===== src/rtl/param_data_path.sv =====
// Width-generic CPU datapath: PC/MAR/IR, NUM_REGS-entry register file, NZVC ALU and a
// downward-growing hardware stack pointer with sticky overflow/underflow detection.
module param_data_path #(
   parameter int unsigned       DATA_W   = 8,
   parameter int unsigned       ADDR_W   = 8,
   parameter int unsigned       NUM_REGS = 4,
   parameter logic [ADDR_W-1:0] SP_INIT  = ADDR_W'(8'hFF),
   localparam int unsigned      RIDX_W   = $clog2(NUM_REGS)
) (
   input  logic              Clk,
   input  logic              Reset,
   input  logic [DATA_W-1:0] from_memory,
   input  logic [1:0]        Bus1_Sel,
   input  logic [1:0]        Bus2_Sel,
   input  logic [RIDX_W-1:0] Src_A,
   input  logic [RIDX_W-1:0] Src_B,
   input  logic [RIDX_W-1:0] Dst,
   input  logic [2:0]        ALU_Sel,
   input  logic              Addr_Sel,
   input  logic              IR_Load,
   input  logic              MAR_Load,
   input  logic              PC_Load,
   input  logic              Reg_Load,
   input  logic              CCR_Load,
   input  logic              PC_Inc,
   input  logic              SP_Inc,
   input  logic              SP_Dec,
   input  logic              Err_Clr,
   output logic [ADDR_W-1:0] address,
   output logic [DATA_W-1:0] to_memory,
   output logic [DATA_W-1:0] IR_out,
   output logic [3:0]        CCR_Result,
   output logic [ADDR_W-1:0] SP_out,
   output logic              Stack_Err
);

   // Reject parameter sets the datapath cannot represent.
   generate
      if (ADDR_W > DATA_W) begin : g_bad_addr_w
         $error("param_data_path: ADDR_W must not exceed DATA_W");
      end
      if ((NUM_REGS < 2) || ((NUM_REGS & (NUM_REGS - 1)) != 0)) begin : g_bad_num_regs
         $error("param_data_path: NUM_REGS must be a power of two and at least 2");
      end
   endgenerate

   typedef enum logic [1:0] {
      BUS1_PC = 2'b00,
      BUS1_RA = 2'b01,
      BUS1_RB = 2'b10,
      BUS1_SP = 2'b11
   } bus1_sel_e;

   typedef enum logic [1:0] {
      BUS2_ALU  = 2'b00,
      BUS2_BUS1 = 2'b01,
      BUS2_MEM  = 2'b10,
      BUS2_ZERO = 2'b11
   } bus2_sel_e;

   typedef enum logic [2:0] {
      ALU_ADD = 3'b000,
      ALU_SUB = 3'b001,
      ALU_AND = 3'b010,
      ALU_OR  = 3'b011,
      ALU_XOR = 3'b100,
      ALU_INC = 3'b101,
      ALU_DEC = 3'b110,
      ALU_NOT = 3'b111
   } alu_op_e;

   typedef struct packed {
      logic n;
      logic z;
      logic v;
      logic c;
   } flags_t;

   logic [ADDR_W-1:0] pc_q, pc_d;
   logic [ADDR_W-1:0] mar_q, mar_d;
   logic [ADDR_W-1:0] sp_q, sp_d;
   logic [DATA_W-1:0] ir_q, ir_d;
   flags_t            ccr_q, ccr_d;
   logic              err_q, err_d;
   logic [DATA_W-1:0] rf_q [NUM_REGS];
   logic [DATA_W-1:0] rf_d [NUM_REGS];

   logic [DATA_W-1:0] bus1;
   logic [DATA_W-1:0] bus2;
   logic [DATA_W-1:0] alu_a;
   logic [DATA_W-1:0] alu_b;
   logic [DATA_W-1:0] alu_opnd;
   logic [DATA_W:0]   alu_sum;
   logic [DATA_W:0]   alu_diff;
   logic [DATA_W-1:0] alu_res;
   logic              alu_carry;
   logic              alu_ovf;
   flags_t            alu_flags;
   logic              err_set;

   // ALU: INC/DEC reuse the adder/subtractor with a constant-one second operand.
   always_comb begin
      alu_a     = rf_q[Src_A];
      alu_b     = rf_q[Src_B];
      alu_opnd  = ((alu_op_e'(ALU_Sel) == ALU_INC) || (alu_op_e'(ALU_Sel) == ALU_DEC))
                  ? DATA_W'(1) : alu_b;
      alu_sum   = {1'b0, alu_a} + {1'b0, alu_opnd};
      alu_diff  = {1'b0, alu_a} - {1'b0, alu_opnd};
      alu_res   = '0;
      alu_carry = 1'b0;
      alu_ovf   = 1'b0;
      case (alu_op_e'(ALU_Sel))
         ALU_ADD, ALU_INC: begin
            alu_res   = alu_sum[DATA_W-1:0];
            alu_carry = alu_sum[DATA_W];
            alu_ovf   = (alu_a[DATA_W-1] == alu_opnd[DATA_W-1]) &&
                        (alu_res[DATA_W-1] != alu_a[DATA_W-1]);
         end
         ALU_SUB, ALU_DEC: begin
            alu_res   = alu_diff[DATA_W-1:0];
            alu_carry = alu_diff[DATA_W];
            alu_ovf   = (alu_a[DATA_W-1] != alu_opnd[DATA_W-1]) &&
                        (alu_res[DATA_W-1] != alu_a[DATA_W-1]);
         end
         ALU_AND: alu_res = alu_a & alu_b;
         ALU_OR:  alu_res = alu_a | alu_b;
         ALU_XOR: alu_res = alu_a ^ alu_b;
         ALU_NOT: alu_res = ~alu_a;
         default: alu_res = '0;
      endcase
      alu_flags.n = alu_res[DATA_W-1];
      alu_flags.z = (alu_res == '0);
      alu_flags.v = alu_ovf;
      alu_flags.c = alu_carry;
   end

   // Bus1 feeds the memory write port; PC and SP are zero-extended onto it.
   always_comb begin
      bus1 = '0;
      case (bus1_sel_e'(Bus1_Sel))
         BUS1_PC: bus1 = DATA_W'(pc_q);
         BUS1_RA: bus1 = rf_q[Src_A];
         BUS1_RB: bus1 = rf_q[Src_B];
         BUS1_SP: bus1 = DATA_W'(sp_q);
         default: bus1 = '0;
      endcase
   end

   always_comb begin
      bus2 = '0;
      case (bus2_sel_e'(Bus2_Sel))
         BUS2_ALU:  bus2 = alu_res;
         BUS2_BUS1: bus2 = bus1;
         BUS2_MEM:  bus2 = from_memory;
         BUS2_ZERO: bus2 = '0;
         default:   bus2 = '0;
      endcase
   end

   assign address   = Addr_Sel ? sp_q : mar_q;
   assign to_memory = bus1;

   // Next-state for every architectural register.
   always_comb begin
      pc_d  = pc_q;
      mar_d = mar_q;
      ir_d  = ir_q;
      ccr_d = ccr_q;
      sp_d  = sp_q;
      rf_d  = rf_q;

      if (PC_Load) begin
         pc_d = ADDR_W'(bus2);
      end else if (PC_Inc) begin
         pc_d = pc_q + ADDR_W'(1);
      end
      if (MAR_Load) mar_d = ADDR_W'(bus2);
      if (IR_Load)  ir_d  = bus2;
      if (CCR_Load) ccr_d = alu_flags;
      if (Reg_Load) rf_d[Dst] = bus2;

      // Simultaneous inc/dec cancel out and are never an error.
      case ({SP_Inc, SP_Dec})
         2'b10:   sp_d = sp_q + ADDR_W'(1);
         2'b01:   sp_d = sp_q - ADDR_W'(1);
         default: sp_d = sp_q;
      endcase

      err_set = (SP_Dec && !SP_Inc && (sp_q == '0)) ||
                (SP_Inc && !SP_Dec && (sp_q == SP_INIT));
      err_d   = err_set || (err_q && !Err_Clr);
   end

   always_ff @(posedge Clk) begin
      if (Reset) begin
         pc_q  <= '0;
         mar_q <= '0;
         ir_q  <= '0;
         ccr_q <= '0;
         sp_q  <= SP_INIT;
         err_q <= 1'b0;
         rf_q  <= '{default: '0};
      end else begin
         pc_q  <= pc_d;
         mar_q <= mar_d;
         ir_q  <= ir_d;
         ccr_q <= ccr_d;
         sp_q  <= sp_d;
         err_q <= err_d;
         rf_q  <= rf_d;
      end
   end

   assign IR_out     = ir_q;
   assign CCR_Result = ccr_q;
   assign SP_out     = sp_q;
   assign Stack_Err  = err_q;

endmodule


===== config.mk =====
export PLATFORM = sky130hd
export DESIGN_NAME = param_data_path
export DESIGN_NICKNAME = d
export VERILOG_FILES = /design/src/rtl/param_data_path.sv
export SDC_FILE = /design/constraint.sdc
export NUM_CORES = 1
export LEC_CHECK = 0
export CAP_MARGIN = 40
export CORE_MARGIN = 8
export CORE_UTILIZATION = 30
export CTS_BUF_LIST = sky130_fd_sc_hd__clkbuf_4
export CTS_CLUSTER_SIZE = 10
export DETAILED_ROUTE_END_ITERATION = 10
export GPL_ROUTABILITY_DRIVEN = 0
export SETUP_SLACK_MARGIN = 0.3
export SYNTH_ARGS = -nofsm -noshare
export SYNTH_HDL_FRONTEND = slang
export SYNTH_SLANG_ARGS = --single-unit

===== constraint.sdc =====
create_clock -name Clk -period 12.4 [get_ports Clk]
set_input_delay 2.48 -clock Clk [delete_from_list [all_inputs] [get_ports Clk]]
set_output_delay 2.48 -clock Clk [all_outputs]
set_load 0.02 [all_outputs]

==> metrics.md, run 1 <==
| Metric | Value |
|---|---|
| YS warnings | `0` |
| Ports | `70` |
| Syn_nets | `675` |
| Finished layout cell area | `just over 6000 um^2` |
| Slowest cell on the critical path | `clkdlybuf4s50_1` |
| Die Wd | `148 um` |
| RR Startpoint | `rf_q[0]` |
| Global route overflow | `0` |
| Combinational share of power | `37.0%` |
| Max-capacitance violation count | `0` |
| First-pass GRT wire length | `25.5 mm` |
| Synth Cell Area | `5220 um^2` |
| Clk buf depth | `2` |
| Most Frequent Cell on Critical Path | `clkdlybuf4s50_1` |
| Hold Path Depth | `2` |
| Mean Syn Cell Area | `8.75 um^2` |
| Pin count of the biggest net entering global routing | `between 40 and 50` |
| Critical path capture point type | `output port` |
| Die area | `21900 um^2` |
| Fin cells | `876` |
| Cell with the most instances after synthesis | `dfxtp_1` |
| Sequential element share of the synthesized area | `26.4%` |
| Synthesized flop and latch total | `69` |
| Cts bufs inserted | `9` |
| Placed Cells | `~860` |
| Final core utilization | `a little over a third` |
| Cell area power density | `109 nW/um^2` |
| Clock share of power | `between 20% and 30%` |
| Vias in the first global route | `4436` |
| Synth-to-layout area growth | `18.8%` |
| Clock Latency Late Sink | `420 ps` |
| Initial Utilization | `30.4%` |
| Routed length per instance | `18.7 um` |
| Cts hold-fix bufs | `0` |
| CP cell instances | `clkdlybuf4s50_1 -> mux4_1 -> mux4_2 -> clkdlybuf4s50_1` |
| R2R setup slack | `8610 ps` |
| Final min period | `7610 ps` |
| Row count | `48` |
| CTS tree | `done` |
| Slowest stage delay, CP | `760 ps` |
| Fillers | `1804` |
| Synth top area share | `26.4%` |
| Sw Share | `36.2%` |
| Number of port buffers | `69` |
| Setup Skew | `approximately 18 ps` |
| CTS resizes | `0` |
| Reg power frac | `38.8%` |
| Layout cell share with drive strength beyond 1 | `9.69%` |
| 1st-iter DRT viols | `234` |
| Initial antenna violation count | `1` |
| Worst Setup EP | `to_memory[1]` |
| Final slew viol count | `0` |
| Worst R2R End | `mar_q[4]` |
| Status | `complete, no violations` |
| Total track usage | `between 10% and 20%` |
| Clk sinks | `69` |
| DR vias/cell | `5.33` |
| Switch Pwr | `246 uW` |
| Internal power | `433 uW` |
| Top FF cell, synth | `dfxtp_1` |
| ANT nets after route | `0` |
| Root Buffer | `clkbuf_4` |
| Final setup viols | `0` |
| Clock transition at path regs | `120 ps` |
| Final Hold Fails | `0` |
| Commonest cells post-synth | `dfxtp_1, nor2_1, a21oi_1` |
| RSZ-0062 raised after global routing | `no` |
| Period utilisation layout | `61.4%` |
| Syn Inst Count | `597` |
| Via count | `4669` |
| Setup TNS | `0 ps` |
| Async set-or-reset flop fraction in the synthesized netlist | `0%` |
| Synth top area cells | `dfxtp_1, ha_1, mux4_2, a21oi_1, o21ai_0` |
| Post-synth top area cell | `dfxtp_1` |
| Setup crit start | `Src_A[1]` |
| Area of the core | `about 17000 um^2` |
| Crit-path max FO | `8` |
| Critical path arrival | `about 5000 ps` |
| Worst rel slew slack | `30.7%` |
| Startpoint Class | `input pin` |
| Worst path required time | `9920 ps` |
| Final #Nets | `roughly 720` |
| Router iterations before antenna repair | `8` |
| Fmax | `131 MHz` |
| Cell variety after synth | `71` |
| Maximum vdd drop | `0.0691 mV` |
| P_leak | `about 2.5 nW` |
| Hold Path Class | `flip-flop to flip-flop` |
| DP Wirelength | `~13 mm` |
| Cell Area, Placed | `6040 um^2` |
| # H-tree levels | `3` |
| Post-synth EDFFs | `0` |
| Setup Buffers After CTS | `0` |
| Worst R2R Path Depth | `12` |
| Final wirelength | `between 15 and 20 mm` |
| Slew @ Worst Pin | `1040 ps` |
| Drt drc | `0` |
| Critical path class | `input pin to output port` |
| Tot Pwr | `679 uW` |
| DIE HEIGHT | `148 um` |
## per-layer routing
layer	up-vias	global-route usage, %	wire [um]
met2	136	24.2	7730
met3	26	2.51	721
met4	0	6.32	537
met5	-	0	0
met1	2217	18.9	7400
li1	2290	-	-
## layout by cell type, fill, tap and decap left out, types with 11 or more instances in the layout
master	count
a21oi_1	52
clkdlybuf4s50_1	69
dfxtp_1	69
ha_1	42
inv_1	45
mux4_2	19
nand2_1	31
nand2b_1	13
nor2_1	53
nor3_1	15
o21ai_0	47
xnor2_1	11
## through the flow
step | hold slack, ps | setup slack (ps)
final | 483 | 4790
after global routing | 516 | 4680
after CTS | 486 | 4750
after detailed placement | 468 | 4760
after global placement | 464 | 4780
after floorplan | 456 | 6030
## flip-flops by register name (all words and copies together), names as in the netlist
| name | count |
|---|---|
| CCR_Result | 4 |
| SP_out | 8 |
| pc_q | 8 |
| Stack_Err | 1 |
| mar_q | 8 |
| rf_q | 32 |
| IR_out | 8 |
## kinds of logic (layout without fill, tap and decap cells)
logic type                 after synthesis  count (layout)  synth area share (%)
AOI/OAI and AO/OA                      181             181                  23.0
and+or+nand+nor                        157             157                  14.6
buffers and inverters                   83             136                  6.95
DFF                                     69              69                  26.4
adders and majority gates               45              45                  11.2
muxes                                   44              44                  14.8
xor gates and xnor gates                18              18                  3.02
other                                    0               1                     0
## worst max-delay path: cells and delay by family
family	cells	cell delay, ps
multiplexers	2	1310
buffers and inverters	2	1340
## worst min-delay path by stage
stage | endpoint | from | slack [ps]
final | CCR_Result[3] | CCR_Result[3] | 480
after global routing | mar_q[4] | mar_q[4] | 520
after CTS | CCR_Result[3] | CCR_Result[3] | 490
after detailed placement | CCR_Result[3] | CCR_Result[3] | 470
after global placement | CCR_Result[3] | CCR_Result[3] | 460
after floorplan | mar_q[1] | mar_q[1] | 460
## power groups by stage
stage	Sequential (mW)	Combinational [mW]	Clock, mW
after floorplan	0.266	0.160	0
after global placement	0.268	0.249	0
after detailed placement	0.268	0.250	0
after CTS	0.263	0.251	0.168
after global routing	0.265	0.272	0.180
final	0.263	0.251	0.165
## final cells by class
type | instances | area, um^2 | area share [%]
Multi-Input combinational cell | 445 | 3480 | 56.1
Sequential cell | 69 | 1380 | 22.3
Timing Repair Buffer | 74 | 728 | 11.7
Tap cell | 225 | 282 | 4.54
Inverter | 46 | 173 | 2.78
Clock inverter | 7 | 90.1 | 1.45
Clock buffer | 9 | 67.6 | 1.09
Antenna cell | 1 | 2.50 | 0.0403
(Power assumes the default switching activity.)
==> inputs of run 2 (changes only) <==
==> constraint.sdc (replaced) <==
create_clock -name Clk -period 7.8 [get_ports Clk]
set_input_delay 1.56 -clock Clk [delete_from_list [all_inputs] [get_ports Clk]]
set_output_delay 1.56 -clock Clk [all_outputs]
set_load 0.02 [all_outputs]
==> metrics.md, run 2 (synthesis results as in run 1) <==
| Metric | Value |
|---|---|
| Status | `complete, no violations` |
| Worst path required time | `6240 ps (-3680 ps)` |
| Worst R2R Path Depth | `12 (unchanged)` |
| Setup TNS | `0 ps (unchanged)` |
| Cts hold-fix bufs | `0 (unchanged)` |
| Final min period | `a little under 6000 ps` |
| Initial Utilization | `30.4% (unchanged)` |
| Cts bufs inserted | `9 (unchanged)` |
| Root Buffer | `clkbuf_4` |
| Pin count of the biggest net entering global routing | `43 (unchanged)` |
| Slew @ Worst Pin | `943 ps (-95.7 ps)` |
| RR Startpoint | `rf_q[16]` |
| Final #Nets | `724 (+0.14%)` |
| Area of the core | `17200 um^2 (unchanged)` |
| Final core utilization | `35.9% (-0.25 points)` |
| Final wirelength | `16.4 mm (+0.25%)` |
| Critical path capture point type | `output port` |
| Period utilisation layout | `between 70% and 80%` |
| Critical path arrival | `4320 ps (-810 ps)` |
| Clock Latency Late Sink | `430 ps (about the same)` |
| Internal power | `638 uW (+47%)` |
| Worst Setup EP | `to_memory[1]` |
| Vias in the first global route | `4506 (+1.6%)` |
| Total track usage | `14.8% (-0.042 points)` |
| Via count | `4711 (+0.90%)` |
| Maximum vdd drop | `0.105 mV (+52%)` |
| 1st-iter DRT viols | `465 (+99%)` |
| Row count | `48 (unchanged)` |
| Router iterations before antenna repair | `6 (-2)` |
| R2R setup slack | `3970 ps (-4640 ps)` |
| CTS tree | `done` |
| Clock transition at path regs | `110 ps (about the same)` |
| Fmax | `between 150 and 200 MHz` |
| Setup crit start | `Src_A[1]` |
| Sw Share | `37.4% (+1.2 points)` |
| # H-tree levels | `3 (unchanged)` |
| Largest register by flop count | `rf_q` |
| ANT nets after route | `0 (unchanged)` |
| DIE HEIGHT | `148 um (unchanged)` |
| DP Wirelength | `12.4 mm (-2.1%)` |
| Cell area power density | `165 nW/um^2 (+51%)` |
| Routed length per instance | `18.7 um (+0.14%)` |
| DR vias/cell | `5.37 (+0.78%)` |
| Max reg flops | `32 (unchanged)` |
| Drt drc | `0 (unchanged)` |
| Clock share of power | `19.9% (-4.3 points)` |
| Switch Pwr | `381 uW (+55%)` |
| P_leak | `2.46 nW (-0.48%)` |
| CTS resizes | `0 (unchanged)` |
| Die Wd | `148 um (unchanged)` |
| Die area | `21900 um^2 (unchanged)` |
| Number of port buffers | `69 (unchanged)` |
| Setup Skew | `14.0 ps (-3.77 ps)` |
| First-pass GRT wire length | `25.4 mm (-0.35%)` |
| Initial antenna violation count | `1 (unchanged)` |
| Hold Path Class | `flip-flop to flip-flop` |
| Setup Buffers After CTS | `0 (unchanged)` |
| RSZ-0062 raised after global routing | `no` |
| Final setup viols | `0 (unchanged)` |
| Final slew viol count | `0 (unchanged)` |
| Worst R2R End | `IR_out[4]` |
| Most frequent cells in the layout | `dfxtp_1, clkdlybuf4s50_1, nor2_1` |
| Worst rel slew slack | `37.1% (+6.4 points)` |
| Synth-to-layout area growth | `17.9%` |
| Ports | `70 (unchanged)` |
| Layout cell share with drive strength beyond 1 | `9.68% (-0.015 points)` |
| Clk buf depth | `2 (unchanged)` |
| Max-capacitance violation count | `0 (unchanged)` |
| Crit-path max FO | `8 (unchanged)` |
| Startpoint Class | `input pin` |
| Critical path class | `input pin to output port` |
| Global route overflow | `0 (unchanged)` |
| Reg power frac | `40.5% (+1.7 points)` |
| Clk sinks | `69 (unchanged)` |
| Final Hold Fails | `0 (unchanged)` |
| Combinational share of power | `39.6% (+2.6 points)` |
## run 2: changes by cell type in the layout (fill, tap and decap cells not counted), sizes merged
cell      change
clkbuf        +4
clkinvlp      -1
buf           +1
clkinv        -1
bufinv        -2
## run 2: stage by stage
stage               instance area, um^2  std cells  worst slack (ps)  hold slack, ps  total power, mW
floorplan                          5220        597              3120             456            0.677
global placement                   6030        857              1830             463            0.820
detailed placement                 6050        860              1700             472            0.822
CTS                                6160        876              1910             489             1.02
global route                       6160        877              1760             511             1.07
finish                             6160        877              1920             487             1.02
## run 2: cell type report
class                      instances  area, um^2
fill                            1819       11000
multi-input combinational        445        3480
sequential                        69        1380
timing repair buffer              75         733
tap                              225         282
inverter                          46         173
clock buffer                      13        97.6
clock inverter                     3        12.5
antenna                            1        2.50
## run 2: critical path, cell delays in order
cell,delay [ps]
clkdlybuf4s50_1,790
mux4_1,810
mux4_2,580
clkdlybuf4s50_1,570
## run 2: layer usage
metal / GRT usage, % / share of wire, % / vias up
met5: 0 / 0 / -
met4: 4.23 / 1.6 / 0
met2: 25.3 / 49 / 134
met3: 2.38 / 4.8 / 21
met1: 18.8 / 45 / 2267
li1: - / - / 2289
## run 2: worst min-delay path by stage
stage                  start       endpoint  slack [ps]  depth (start not counted)
2_1_floorplan       mar_q[1]       mar_q[1]         460                          2
3_3_place_gp   CCR_Result[3]  CCR_Result[3]         460                          2
3_5_place_dp   CCR_Result[3]  CCR_Result[3]         470                          2
4_1_cts        CCR_Result[3]  CCR_Result[3]         490                          2
5_1_grt        CCR_Result[3]  CCR_Result[3]         510                          2
6_report       CCR_Result[3]  CCR_Result[3]         490                          2
## run 2: power by group through the flow
stage	clock (mW)	combinational [mW]	sequential, mW
6_report	0.202	0.404	0.413
5_1_grt	0.219	0.437	0.417
4_1_cts	0.204	0.404	0.412
3_5_place_dp	0	0.402	0.420
3_3_place_gp	0	0.400	0.420
2_1_floorplan	0	0.254	0.423
